### config.mk
export PLATFORM = sky130hd
export DESIGN_NAME = array_west_feeder
export DESIGN_NICKNAME = d
export VERILOG_FILES = /design/src/rtl/array_west_feeder_pkg.sv /design/src/rtl/array_west_feeder_skew_pipe.sv /design/src/rtl/array_west_feeder.sv
export SDC_FILE = /design/constraint.sdc
export NUM_CORES = 1
export LEC_CHECK = 0
export CORE_AREA = 2 2 110 112
export DETAILED_ROUTE_END_ITERATION = 10
export DIE_AREA = 0 0 112 114
export GPL_ROUTABILITY_DRIVEN = 0
export GPL_TIMING_DRIVEN = 0
export PLACE_DENSITY = 0.83
export SETUP_SLACK_MARGIN = 0.4
export SYNTH_ARGS = -nofsm -noshare
export SYNTH_HDL_FRONTEND = slang
export SYNTH_SLANG_ARGS = --single-unit
### constraint.sdc
create_clock -name clk -period 9.39 [get_ports clk]
set_input_delay 2.817 -clock clk [delete_from_list [all_inputs] [get_ports clk]]
set_output_delay 2.817 -clock clk [all_outputs]
set_load 0.1 [all_outputs]
### src/rtl/array_west_feeder_pkg.sv
// Shared definitions for the west-edge feeder: inst encodings, FSM states
// and default array geometry.
package array_west_feeder_pkg;

    localparam logic [1:0] INST_IDLE = 2'b00;
    localparam logic [1:0] INST_LOAD = 2'b01;
    localparam logic [1:0] INST_EXEC = 2'b10;

    localparam int DEF_BW     = 4;
    localparam int DEF_ROW    = 8;
    localparam int DEF_COL    = 8;
    localparam int DEF_CNT_BW = 8;

    typedef enum logic [2:0] {
        IDLE,
        LOAD,
        EXEC,
        DRAIN,
        DONE
    } state_t;

endpackage

### src/rtl/array_west_feeder_skew_pipe.sv
// Fixed-depth shift register with asynchronous clear; one per array row
// to produce the diagonal wavefront.
module skew_pipe #(
    parameter int depth = 1,
    parameter int width = 1
) (
    input  logic             clk,
    input  logic             reset,
    input  logic [width-1:0] d,
    output logic [width-1:0] q
);

    logic [depth-1:0][width-1:0] stages;

    generate
        if (depth == 1) begin : g_single
            always_ff @(posedge clk or posedge reset) begin
                if (reset) begin
                    stages <= '0;
                end else begin
                    stages[0] <= d;
                end
            end
        end else begin : g_chain
            always_ff @(posedge clk or posedge reset) begin
                if (reset) begin
                    stages <= '0;
                end else begin
                    stages <= {stages[depth-2:0], d};
                end
            end
        end
    endgenerate

    assign q = stages[depth-1];

endmodule

### src/rtl/array_west_feeder.sv
// West-edge transmitter: streams a kernel load followed by execute vectors
// from L0 into the MAC array, skewing row r by r cycles.
module array_west_feeder
    import array_west_feeder_pkg::*;
#(
    parameter int bw     = DEF_BW,
    parameter int row    = DEF_ROW,
    parameter int col    = DEF_COL,
    parameter int cnt_bw = DEF_CNT_BW
) (
    input  logic                clk,
    input  logic                reset,
    input  logic                start,
    input  logic [cnt_bw-1:0]   num_exec,
    input  logic [row*bw-1:0]   in_data,
    input  logic                in_valid,
    output logic                in_ready,
    output logic [row*bw-1:0]   out_w,
    output logic [2*row-1:0]    inst_w,
    output logic                busy,
    output logic                done
);

    localparam int LOAD_W  = (col > 1) ? $clog2(col) : 1;
    localparam int DRAIN_W = (row > 2) ? $clog2(row - 1) : 1;

    localparam logic [LOAD_W-1:0]  LOAD_LAST  = LOAD_W'(col - 1);
    localparam logic [DRAIN_W-1:0] DRAIN_LAST = DRAIN_W'((row > 1) ? row - 2 : 0);

    // A single-row array has nothing to drain, so the run ends straight in DONE.
    localparam state_t RUN_END = (row > 1) ? DRAIN : DONE;

    state_t state, next_state;

    logic [LOAD_W-1:0]  load_cnt;
    logic [cnt_bw-1:0]  exec_cnt;
    logic [cnt_bw-1:0]  num_exec_q;
    logic [DRAIN_W-1:0] drain_cnt;

    logic       transfer;
    logic       load_last;
    logic       exec_last;
    logic [1:0] slot_inst;

    assign transfer  = in_valid && in_ready;
    assign load_last = transfer && (state == LOAD) && (load_cnt == LOAD_LAST);
    assign exec_last = transfer && (state == EXEC) &&
                       (exec_cnt == num_exec_q - cnt_bw'(1));

    always_ff @(posedge clk or posedge reset) begin
        if (reset) begin
            state <= IDLE;
        end else begin
            state <= next_state;
        end
    end

    always_comb begin
        next_state = state;
        case (state)
            IDLE:    if (start) next_state = LOAD;
            LOAD:    if (load_last) next_state = (num_exec_q == '0) ? RUN_END : EXEC;
            EXEC:    if (exec_last) next_state = RUN_END;
            DRAIN:   if (drain_cnt == DRAIN_LAST) next_state = DONE;
            DONE:    next_state = IDLE;
            default: next_state = IDLE;
        endcase
    end

    always_comb begin
        in_ready  = 1'b0;
        busy      = 1'b0;
        done      = 1'b0;
        slot_inst = INST_IDLE;
        case (state)
            LOAD: begin
                in_ready  = 1'b1;
                busy      = 1'b1;
                slot_inst = INST_LOAD;
            end
            EXEC: begin
                in_ready  = 1'b1;
                busy      = 1'b1;
                slot_inst = INST_EXEC;
            end
            DRAIN:   busy = 1'b1;
            DONE:    done = 1'b1;
            default: ;
        endcase
    end

    // Counters restart in IDLE; num_exec is captured only on an accepted start.
    always_ff @(posedge clk or posedge reset) begin
        if (reset) begin
            load_cnt   <= '0;
            exec_cnt   <= '0;
            drain_cnt  <= '0;
            num_exec_q <= '0;
        end else begin
            case (state)
                IDLE: begin
                    load_cnt  <= '0;
                    exec_cnt  <= '0;
                    drain_cnt <= '0;
                    if (start) num_exec_q <= num_exec;
                end
                LOAD:    if (transfer) load_cnt <= load_cnt + LOAD_W'(1);
                EXEC:    if (transfer) exec_cnt <= exec_cnt + cnt_bw'(1);
                DRAIN:   drain_cnt <= drain_cnt + DRAIN_W'(1);
                default: ;
            endcase
        end
    end

    // Bubbles enter the pipes as all-zero slots so every row sees the same sequence.
    generate
        for (genvar r = 0; r < row; r++) begin : g_lane
            logic [bw+1:0] slot_d;
            logic [bw+1:0] slot_q;

            assign slot_d = transfer ? {slot_inst, in_data[r*bw +: bw]} : '0;

            skew_pipe #(
                .depth (r + 1),
                .width (bw + 2)
            ) u_skew (
                .clk   (clk),
                .reset (reset),
                .d     (slot_d),
                .q     (slot_q)
            );

            assign out_w[r*bw +: bw] = slot_q[bw-1:0];
            assign inst_w[2*r +: 2]  = slot_q[bw +: 2];
        end
    endgenerate

endmodule
==> results_dict.tcl, run 1 <==
set metrics [dict create \
    outcome "finished clean" \
    cts.sink_count 185 \
    finalCritPeriodShare 0.6663 \
    drt-initial-drc-count 197 \
    synth.yosys.seq_area_share 0.7680 \
    ir_drop_uv 199.0 \
    n_antenna_cell 0 \
    tritoncts.num_buffers 17 \
    syn2layout_area_growth_pct 29.27 \
    synth_top_cell_area_share 0.7680 \
    power.total_mw 2.532 \
    std_cell_rows 40 \
    num_vias 3190 \
    tightestPinTransition_ns 0.9936 \
    grt_pass1_wl_microns 15780 \
    dp_area_sq_um 7188 \
    power_density_nw_per_um2 325.0 \
    antenna_found_initial 0 \
    routed_wire_length_per_instance_microns 14.26 \
    holdCritPathClass "reg -> reg" \
    io_buffer_count 94 \
    design_area_sq_um 7792 \
    gr-usage-met1 0.2010 \
    first_global_vias 3314 \
    grt_setup_unrepaired "no" \
    ctsLongestPathBuffers 2 \
    tritoncts_clock_tree "built" \
    timing.critical_path.to_type "output port" \
    dpl.hpwl_microns 6208 \
    critical_path_required_ns 6.57 \
    leakage_dissipation_nw 3.876 \
    synth.ff_latch_count 185 \
    height_of_the_chip_microns 114 \
    criticalPathCategory "reg -> out" \
    timing_hold_violations_final 0 \
    final_layout_size_suffix_gt1_frac 0.1766 \
    final-setup-viol-count 0 \
    asr_flop_ratio_synth 1.000 \
    cts_hold_buf 0 \
    grt_start_max_net_pins 113 \
    netlist_area_sq_um 6028 \
    post-route-min-period_ns 6.257 \
    grt_busiest_layer "met2" \
    layout.nets 559 \
    setup_ws_ns 3.133 \
    floorplan.io_pins 95 \
    ant_nets 0 \
    start_util 0.5147 \
    cap_viol_max_count 0 \
    layout_common_cells "185 x sky130_fd_sc_hd__dfrtp_1, 94 x sky130_fd_sc_hd__clkdlybuf4s50_1, 45 x sky130_fd_sc_hd__buf_4, 33 x sky130_fd_sc_hd__and3_1" \
    drc_errors 0 \
    fmaxAchievable_mhz 159.8 \
    routed_wire_length_microns 9524 \
    worst_setup_hold_path_clk_slew_ns 0.07 \
    slew_headroom 0.3356 \
    global_route.usage.met3 0.04516 \
    postCtsSetupBuffers 0 \
    dp.cells 636 \
    crit_arrival_ns 3.44 \
    post_synth_top_area_cell "sky130_fd_sc_hd__dfrtp_1" \
    setup.worst_path.start_class "flop" \
    clk_root_buffer_cell "sky130_fd_sc_hd__clkbuf_16" \
    post_synth_main_area_contributors "sky130_fd_sc_hd__dfrtp_1 77%, sky130_fd_sc_hd__buf_4 5.6%, sky130_fd_sc_hd__and3_1 3.4%" \
    critical_path_peak_fanout 10 \
    synth_cell_type_count 37 \
    floorplan.core_area_sq_um 11710 \
    post_synth.cell_area_avg_sq_um 15.30 \
    grt.total_usage 0.1599 \
    floorplan.die.width_microns 112 \
    post_syn_nets 445 \
    most_common_cell_after_layout_fill_and_taps_aside "sky130_fd_sc_hd__dfrtp_1" \
    clock_latency_ns 0.42 \
    synth-main-ff-cell "sky130_fd_sc_hd__dfrtp_1" \
    vias_per_cell 4.775 \
    postCtsResizedCells 0 \
    grt_remaining_overflow 0 \
    finalMaxSlewViolations 0 \
    htree_levels 4 \
    dieArea_sq_um 12770 \
    synth_enable_flop_cells 0 \
    timing.hold.ws_ns 0.3453 \
    synthesis.instances 394 \
    post-place-ws_ns 3.646 \
    grtUsageMet2 0.2687 \
    nFillCells 845 \
    final-instance-count-excl-fill 668 \
    drt-pass1-iter-count 4 \
    synthesis.yosys.warnings 0 \
    fin_skew_ns 0.007599 \
]
==> metrics by stage <==
| step | TNS (ns) | utilization |
|---|---|---|
| floorplan | 0 | - |
| global placement | -28.81 | 0.6108 |
| detailed placement | 0 | 0.6138 |
| CTS | 0 | 0.6654 |
| global route | 0 | 0.6654 |
| finish | 0 | 0.6654 |
==> cells by family (layout without fill, tap and decap cells) <==
logic type,Yosys count,after routing,share of synthesized area
xor gates and xnor gates,17,17,0.02470
buffers and inverters,65,192,0.06870
muxes,10,10,0.01827
adders and majority gates,7,7,0.01453
DFF,185,185,0.7680
and+or+nand+nor,89,89,0.08198
AOI/OAI and AO/OA,21,21,0.02387
==> layer usage <==
metal	vias to the layer above	share of wire	wire, microns
met5	-	0	0
met4	0	0.017	159
met3	16	0.043	409
met2	87	0.53	5032
met1	1606	0.41	3922
li1	1481	-	-
==> where the power goes <==
| part | internal (mW) | switching (mW) |
|---|---|---|
| Sequential | 0.976 | 0.0842 |
| Clock | 0.361 | 0.334 |
| Combinational | 0.243 | 0.534 |
==> layout make-up <==
type	count	area, sq um	area share
flip-flops and latches	185	4629	0.5941
multi-input cells	144	984.7	0.1264
repair buffers	95	968.4	0.1243
clock buffers	17	425.4	0.05459
plain buffers	57	384.1	0.04929
well taps	147	183.9	0.02360
clock inverters	15	178.9	0.02296
inverters	8	37.54	0.004817
==> cell usage after synthesis, types with 2 or more instances <==
library cell and number:
sky130_fd_sc_hd__xor2_1 10, sky130_fd_sc_hd__a21oi_1 2, sky130_fd_sc_hd__dfrtp_1 185, sky130_fd_sc_hd__nor2b_1 2, sky130_fd_sc_hd__and2_1 2, sky130_fd_sc_hd__nand4_1 4, sky130_fd_sc_hd__a22o_1 3, sky130_fd_sc_hd__buf_4 45
sky130_fd_sc_hd__nor4_1 2, sky130_fd_sc_hd__xnor2_1 7, sky130_fd_sc_hd__or3_1 2, sky130_fd_sc_hd__clkbuf_1 11, sky130_fd_sc_hd__o21ai_0 8, sky130_fd_sc_hd__nor3_1 4, sky130_fd_sc_hd__ha_1 7, sky130_fd_sc_hd__mux2_2 8
sky130_fd_sc_hd__inv_1 8, sky130_fd_sc_hd__a41oi_1 2, sky130_fd_sc_hd__nor2_1 17, sky130_fd_sc_hd__nand3_1 4, sky130_fd_sc_hd__nand2_1 12, sky130_fd_sc_hd__mux2i_1 2, sky130_fd_sc_hd__and3_1 33
==> flip-flops by register name (all words and copies together), names as in the netlist <==
name	cells
g_lane.u_skew.stages	119
num_exec_q	8
g_lane.u_skew.q	41
exec_cnt	8
state	3
drain_cnt	3
load_cnt	3
==> worst paths after layout <==
| check | from | end | slack [ns] | cells after the start |
|---|---|---|---|---|
| worst max-delay path | state[0] | in_ready | 3.13 | 6 |
| worst min-delay path | g_lane[6].u_skew.stages[12] | g_lane[6].u_skew.stages[18] | 0.35 | 0 |
| min in group asynchronous | reset | g_lane[5].u_skew.q[0] | 2.84 | 2 |
| worst max register to register | state[0] | g_lane[6].u_skew.stages[3] | 7.28 | 6 |
| max in group asynchronous | reset | g_lane[6].u_skew.stages[8] | 5.64 | 3 |
| worst min register to register | g_lane[6].u_skew.stages[12] | g_lane[6].u_skew.stages[18] | 0.35 | 0 |
==> critical path: stages (launching register included) <==
cell,delay [ns]
sky130_fd_sc_hd__dfrtp_1,0.42
sky130_fd_sc_hd__buf_4,0.19
sky130_fd_sc_hd__inv_1,0.17
sky130_fd_sc_hd__nand2_1,0.10
sky130_fd_sc_hd__a21oi_1,0.53
sky130_fd_sc_hd__clkbuf_1,0.39
sky130_fd_sc_hd__clkdlybuf4s50_1,1.21
Note: power is estimated with default switching activity, not from simulation.
==> run 2, diff against run 1 <==
- clock period: 9.39 -> 6.5 ns (I/O delays scaled with it)
==> results_dict.tcl, run 2 (synthesized netlist as in run 1, its figures left out) <==
set metrics [dict create \
    outcome "finished clean" \
    nFillCells 840 \
    design_area_sq_um 7844 \
    floorplan.die.width_microns 112 \
    finalCritPeriodShare 0.8275 \
    route.met2.wl_microns 5011 \
    share_seq_of_total_power 0.417 \
    dp.cells 639 \
    crit_arrival_ns 3.43 \
    final_core_util 0.6698 \
    setup_ws_ns 1.122 \
    worst_setup_hold_path_clk_slew_ns 0.07 \
    largest_delay_contributor_family_on_the_critical_path "buffers and inverters" \
    clk_root_buffer_cell "sky130_fd_sc_hd__clkbuf_16" \
    power.combinational.fraction 0.307 \
    timing.reg2reg.worst_path_depth 6 \
    final-instance-count-excl-fill 671 \
    ctsLongestPathBuffers 2 \
    htree_levels 4 \
    setup.worst_path.start_class "flop" \
    wl_met1_microns 3828 \
    critical_path.max_stage_delay_ns 1.21 \
    dpl.hpwl_microns 6487 \
    setup-tns-final_ns 0 \
    n_antenna_cell 0 \
    grt_start_max_net_pins 48 \
    num_vias 3188 \
    cts_hold_buf 0 \
    critical_path_required_ns 4.55 \
    vias_per_cell 4.751 \
    tritoncts.num_buffers 17 \
    drt-pass1-iter-count 4 \
    tritoncts_clock_tree "built" \
    leakage_dissipation_nw 3.888 \
    grt_setup_unrepaired "no" \
    fmaxAchievable_mhz 185.9 \
    layout_common_cells "185 x sky130_fd_sc_hd__dfrtp_1, 94 x sky130_fd_sc_hd__clkdlybuf4s50_1, 45 x sky130_fd_sc_hd__buf_4, 33 x sky130_fd_sc_hd__and3_1" \
    timing_hold_violations_final 0 \
    routed_wire_length_microns 9506 \
    grt_pass1_wl_microns 15920 \
    worstHoldEndpoint "g_lane[3].u_skew.stages[7]" \
    most_common_cell_after_layout_fill_and_taps_aside "sky130_fd_sc_hd__dfrtp_1" \
    post-place-ws_ns 1.614 \
    power.total_mw 3.672 \
    finalMaxSlewViolations 0 \
    ant_nets 0 \
    grt_remaining_overflow 0 \
    drc_errors 0 \
    std_cell_rows 40 \
    drt-initial-drc-count 116 \
    critical_path.reg2reg.endpoint "g_lane[7].u_skew.stages[2]" \
    timing.critical_path.to_type "output port" \
    start_util 0.5147 \
    largest_reg_flops 119 \
    hold_path_depth 0 \
    route.top_layer_used "met4" \
    dieArea_sq_um 12770 \
    ir_drop_uv 292.0 \
    clock_power_share 0.276 \
    worst_hold_startpoint "g_lane[3].u_skew.stages[1]" \
    sum_of_met3_wire_segment_lengths_after_detailed_routing_microns 447 \
    antenna_found_initial 0 \
    cts.sink_count 185 \
    critical_path.reg2reg.startpoint "state[0]" \
    path_cells "buf_4 -> inv_1 -> nand2_1 -> a21oi_1 -> clkbuf_1 -> clkdlybuf4s50_1" \
    power_density_nw_per_um2 468.1 \
    area_occupied_by_multi_input_gates_sq_um 984.7 \
    clock_latency_ns 0.42 \
    slew_headroom 0.3354 \
    timing.hold.ws_ns 0.3477 \
    p_switching_mw 1.355 \
    final_layout_size_suffix_gt1_frac 0.1813 \
    critical_path_peak_fanout 10 \
    cap_viol_max_count 0 \
    routed_wire_length_per_instance_microns 14.17 \
    layout.nets 562 \
    setup.reg_to_reg.worst_slack_ns 4.42 \
    ff_latch_area_sq_um 4629 \
    critPathBufInv 4 \
    post-route-min-period_ns 5.378 \
    criticalPathCategory "reg -> out" \
    postCtsSetupBuffers 0 \
    syn2layout_area_growth_pct 30.12 \
    grt.total_usage 0.1627 \
    postCtsResizedCells 0 \
    power.switching_fraction 0.3690 \
    tightestPinTransition_ns 0.9938 \
    fin_skew_ns 0.01435 \
    critical_path.slowest_cell "sky130_fd_sc_hd__clkdlybuf4s50_1" \
    first_global_vias 3383 \
    dp_area_sq_um 7237 \
    height_of_the_chip_microns 114 \
    holdCritPathClass "reg -> reg" \
    power_report.internal_total_mw 2.317 \
    io_buffer_count 94 \
    final-setup-viol-count 0 \
    floorplan.core_area_sq_um 11710 \
    floorplan.io_pins 95 \
    largest-register "g_lane.u_skew.stages" \
]
==> run 2: changes by cell type in the layout (fill, tap and decap cells not counted), sizes merged <==
cell,delta
inv,-2
clkinvlp,+3
buf,+3
clkinv,-2
bufinv,+1
==> run 2: worst register-to-register path, cell delays in order, from the launching register on <==
cell,delay [ns]
sky130_fd_sc_hd__dfrtp_1,0.42
sky130_fd_sc_hd__buf_4,0.19
sky130_fd_sc_hd__inv_1,0.17
sky130_fd_sc_hd__nand2_1,0.10
sky130_fd_sc_hd__a21oi_1,0.51
sky130_fd_sc_hd__clkbuf_1,0.39
sky130_fd_sc_hd__and3_1,0.22
==> run 2: per-layer routing <==
layer  vias up  global-route usage
met5         -                   0
met4         0             0.06911
li1       1494                   -
met3        17             0.05526
met1      1590              0.1899
met2        87              0.2780
==> run 2: how the worst max path moves through the flow <==
stage,from,end,depth (start not counted)
final,state[0],in_ready,6
after global routing,state[0],in_ready,6
after CTS,state[0],in_ready,6
after detailed placement,state[0],in_ready,6
after global placement,reset,drain_cnt[0],2
after floorplan,reset,drain_cnt[0],1
==> run 2: layout make-up <==
| cell class | count | share of cell area |
|---|---|---|
| Inverter | 8 | 0.004307 |
| Timing Repair Buffer | 98 | 0.1302 |
| Clock buffer | 17 | 0.05424 |
| Multi-Input combinational cell | 144 | 0.1255 |
| Tap cell | 147 | 0.02345 |
| Sequential cell | 185 | 0.5902 |
| Clock inverter | 15 | 0.02313 |
| Buffer | 57 | 0.04897 |
==> run 2: power groups by stage <==
stage | combinational, mW | sequential [mW] | clock, mW
global placement | 1.10 | 1.53 | 0
floorplan | 0.852 | 1.55 | 0
finish | 1.13 | 1.53 | 1.01
CTS | 1.14 | 1.54 | 1.04
detailed placement | 1.13 | 1.55 | 0
global route | 1.19 | 1.56 | 1.09
==> run 3, diff against run 2 <==
- clock period: 6.5 -> 5.1 ns (I/O delays scaled with it)
==> results_dict.tcl, run 3 (synthesized netlist as in run 1, its figures left out) <==
set metrics [dict create \
    outcome "finished clean" \
    worst_hold_startpoint "g_lane[3].u_skew.stages[1]" \
    final-setup-viol-count 0 \
    drt-initial-drc-count 116 \
    finalCritPeriodShare 0.8387 \
    gr-usage-met1 0.1899 \
    grt_setup_unrepaired "no" \
    post-route-min-period_ns 4.277 \
    cap_viol_max_count 0 \
    critical_path.reg2reg.startpoint "state[0]" \
    floorplan.io_pins 95 \
    cts_hold_buf 0 \
    start_util 0.5147 \
    finalMaxSlewViolations 0 \
    layout_common_cells "185 x sky130_fd_sc_hd__dfrtp_1, 93 x sky130_fd_sc_hd__clkdlybuf4s50_1, 45 x sky130_fd_sc_hd__buf_4, 33 x sky130_fd_sc_hd__and3_1" \
    power_report.internal_total_mw 2.948 \
    timing.reg2reg.worst_path_depth 6 \
    critical_path.reg2reg.endpoint "g_lane[7].u_skew.stages[2]" \
    grtUsageMet2 0.2780 \
    cts.sink_count 185 \
    nFillCells 841 \
    crit_arrival_ns 2.75 \
    layout.nets 562 \
    global_route.usage.met3 0.05526 \
    grt_start_max_net_pins 48 \
    clock_latency_ns 0.42 \
    antenna_found_initial 0 \
    dieArea_sq_um 12770 \
    largest_reg_flops 119 \
    tritoncts.num_buffers 17 \
    height_of_the_chip_microns 114 \
    timing.critical_path.from "state[0]" \
    setup.reg_to_reg.worst_slack_ns 3.02 \
    most_common_cell_after_layout_fill_and_taps_aside "sky130_fd_sc_hd__dfrtp_1" \
    dpl.hpwl_microns 6487 \
    io_buffer_count 94 \
    final-instance-count-excl-fill 671 \
    floorplan.die.width_microns 112 \
    drt-pass1-iter-count 4 \
    worst_setup_hold_path_clk_slew_ns 0.07 \
    routed_wire_length_microns 9503 \
    ir_drop_uv 368.9 \
    postCtsSetupBuffers 0 \
    routed_wire_length_per_instance_microns 14.16 \
    slew_headroom 0.3354 \
    first_global_vias 3383 \
    hold_path_depth 0 \
    postCtsResizedCells 1 \
    floorplan.core_area_sq_um 11710 \
    ant_nets 0 \
    setup.worst_path.start_class "flop" \
    power_density_nw_per_um2 596.4 \
    ff_latch_area_sq_um 4629 \
    dp.cells 639 \
    syn2layout_area_growth_pct 30.03 \
    grt_remaining_overflow 0 \
    drc_errors 0 \
    grt.total_usage 0.1627 \
    ctsLongestPathBuffers 2 \
    clk_root_buffer_cell "sky130_fd_sc_hd__clkbuf_16" \
    timing.hold.ws_ns 0.3477 \
    critical_path_peak_fanout 10 \
    fin_skew_ns 0.01435 \
    vias_per_cell 4.751 \
    clock_power_share 0.276 \
    grt_busiest_layer "met2" \
    setup-tns-final_ns 0 \
    tritoncts_clock_tree "built" \
    final_layout_size_suffix_gt1_frac 0.1832 \
    share_seq_of_total_power 0.417 \
    criticalPathCategory "reg -> out" \
    tightestPinTransition_ns 0.9938 \
    power.combinational.fraction 0.307 \
    p_switching_mw 1.727 \
    power.switching_fraction 0.3694 \
    leakage_dissipation_nw 3.888 \
    n_antenna_cell 0 \
    grt_pass1_wl_microns 15920 \
    area_occupied_by_multi_input_gates_sq_um 984.7 \
    largest-register "g_lane.u_skew.stages" \
    num_vias 3188 \
    htree_levels 4 \
    timing.critical_path.to_type "output port" \
    timing_hold_violations_final 0 \
    critical_path_required_ns 3.57 \
    worstHoldEndpoint "g_lane[3].u_skew.stages[7]" \
    holdCritPathClass "reg -> reg" \
    std_cell_rows 40 \
    fmaxAchievable_mhz 233.8 \
]
[run 3: changes by cell type in the layout (fill, tap and decap cells not counted), sizes merged]
cell / previous run / this run
clkbuf: 28 / 29
clkdlybuf4s50: 94 / 93
[run 3: critical path, stage by stage, from the launching register on]
cell and delay, ns:
sky130_fd_sc_hd__dfrtp_1 0.42, sky130_fd_sc_hd__buf_4 0.19, sky130_fd_sc_hd__inv_1 0.17, sky130_fd_sc_hd__nand2_1 0.10, sky130_fd_sc_hd__a21oi_1 0.51, sky130_fd_sc_hd__clkbuf_1 0.39
sky130_fd_sc_hd__clkbuf_2 0.53
[run 3: power groups by stage]
stage	clock [mW]	combinational (mW)	sequential, mW
after detailed placement	0	1.45	1.98
after global routing	1.40	1.51	1.99
after CTS	1.33	1.45	1.96
after floorplan	0	1.09	1.98
final	1.29	1.43	1.95
after global placement	0	1.40	1.96
[run 3: worst max-delay path by stage]
stage | endpoint | slack [ns] | cells past startpoint
2_1_floorplan | drain_cnt[0] | 1.19 | 1
6_report | in_ready | 0.82 | 6
3_3_place_gp | drain_cnt[0] | 0.05 | 2
3_5_place_dp | in_ready | 0.63 | 6
5_1_grt | busy | 0.65 | 5
4_1_cts | in_ready | 0.45 | 6
[run 3: final cells by class]
class | count | share of cell area
flip-flops and latches | 185 | 0.5906
repair buffers | 98 | 0.1296
multi-input cells | 144 | 0.1256
clock buffers | 17 | 0.05427
plain buffers | 57 | 0.04900
well taps | 147 | 0.02346
clock inverters | 15 | 0.02314
inverters | 8 | 0.004310
[run 3: through the flow]
stage                     instance area, sq um    util  setup slack [ns]  total power, mW
after CTS                                 7843  0.6697            0.4491            4.731
after global routing                      7839  0.6693            0.6541            4.893
after detailed placement                  7237  0.6179            0.6336            3.427
final                                     7839  0.6693            0.8226            4.675
after global placement                    7157  0.6111           0.05311            3.351
after floorplan                           6032       -             1.191            3.067
[run 3: layer usage]
layer	share of wire	vias up	routed length, microns
met5	0	-	0
li1	-	1494	-
met4	0.023	0	218
met1	0.40	1590	3825
met2	0.53	87	5012
met3	0.047	17	447
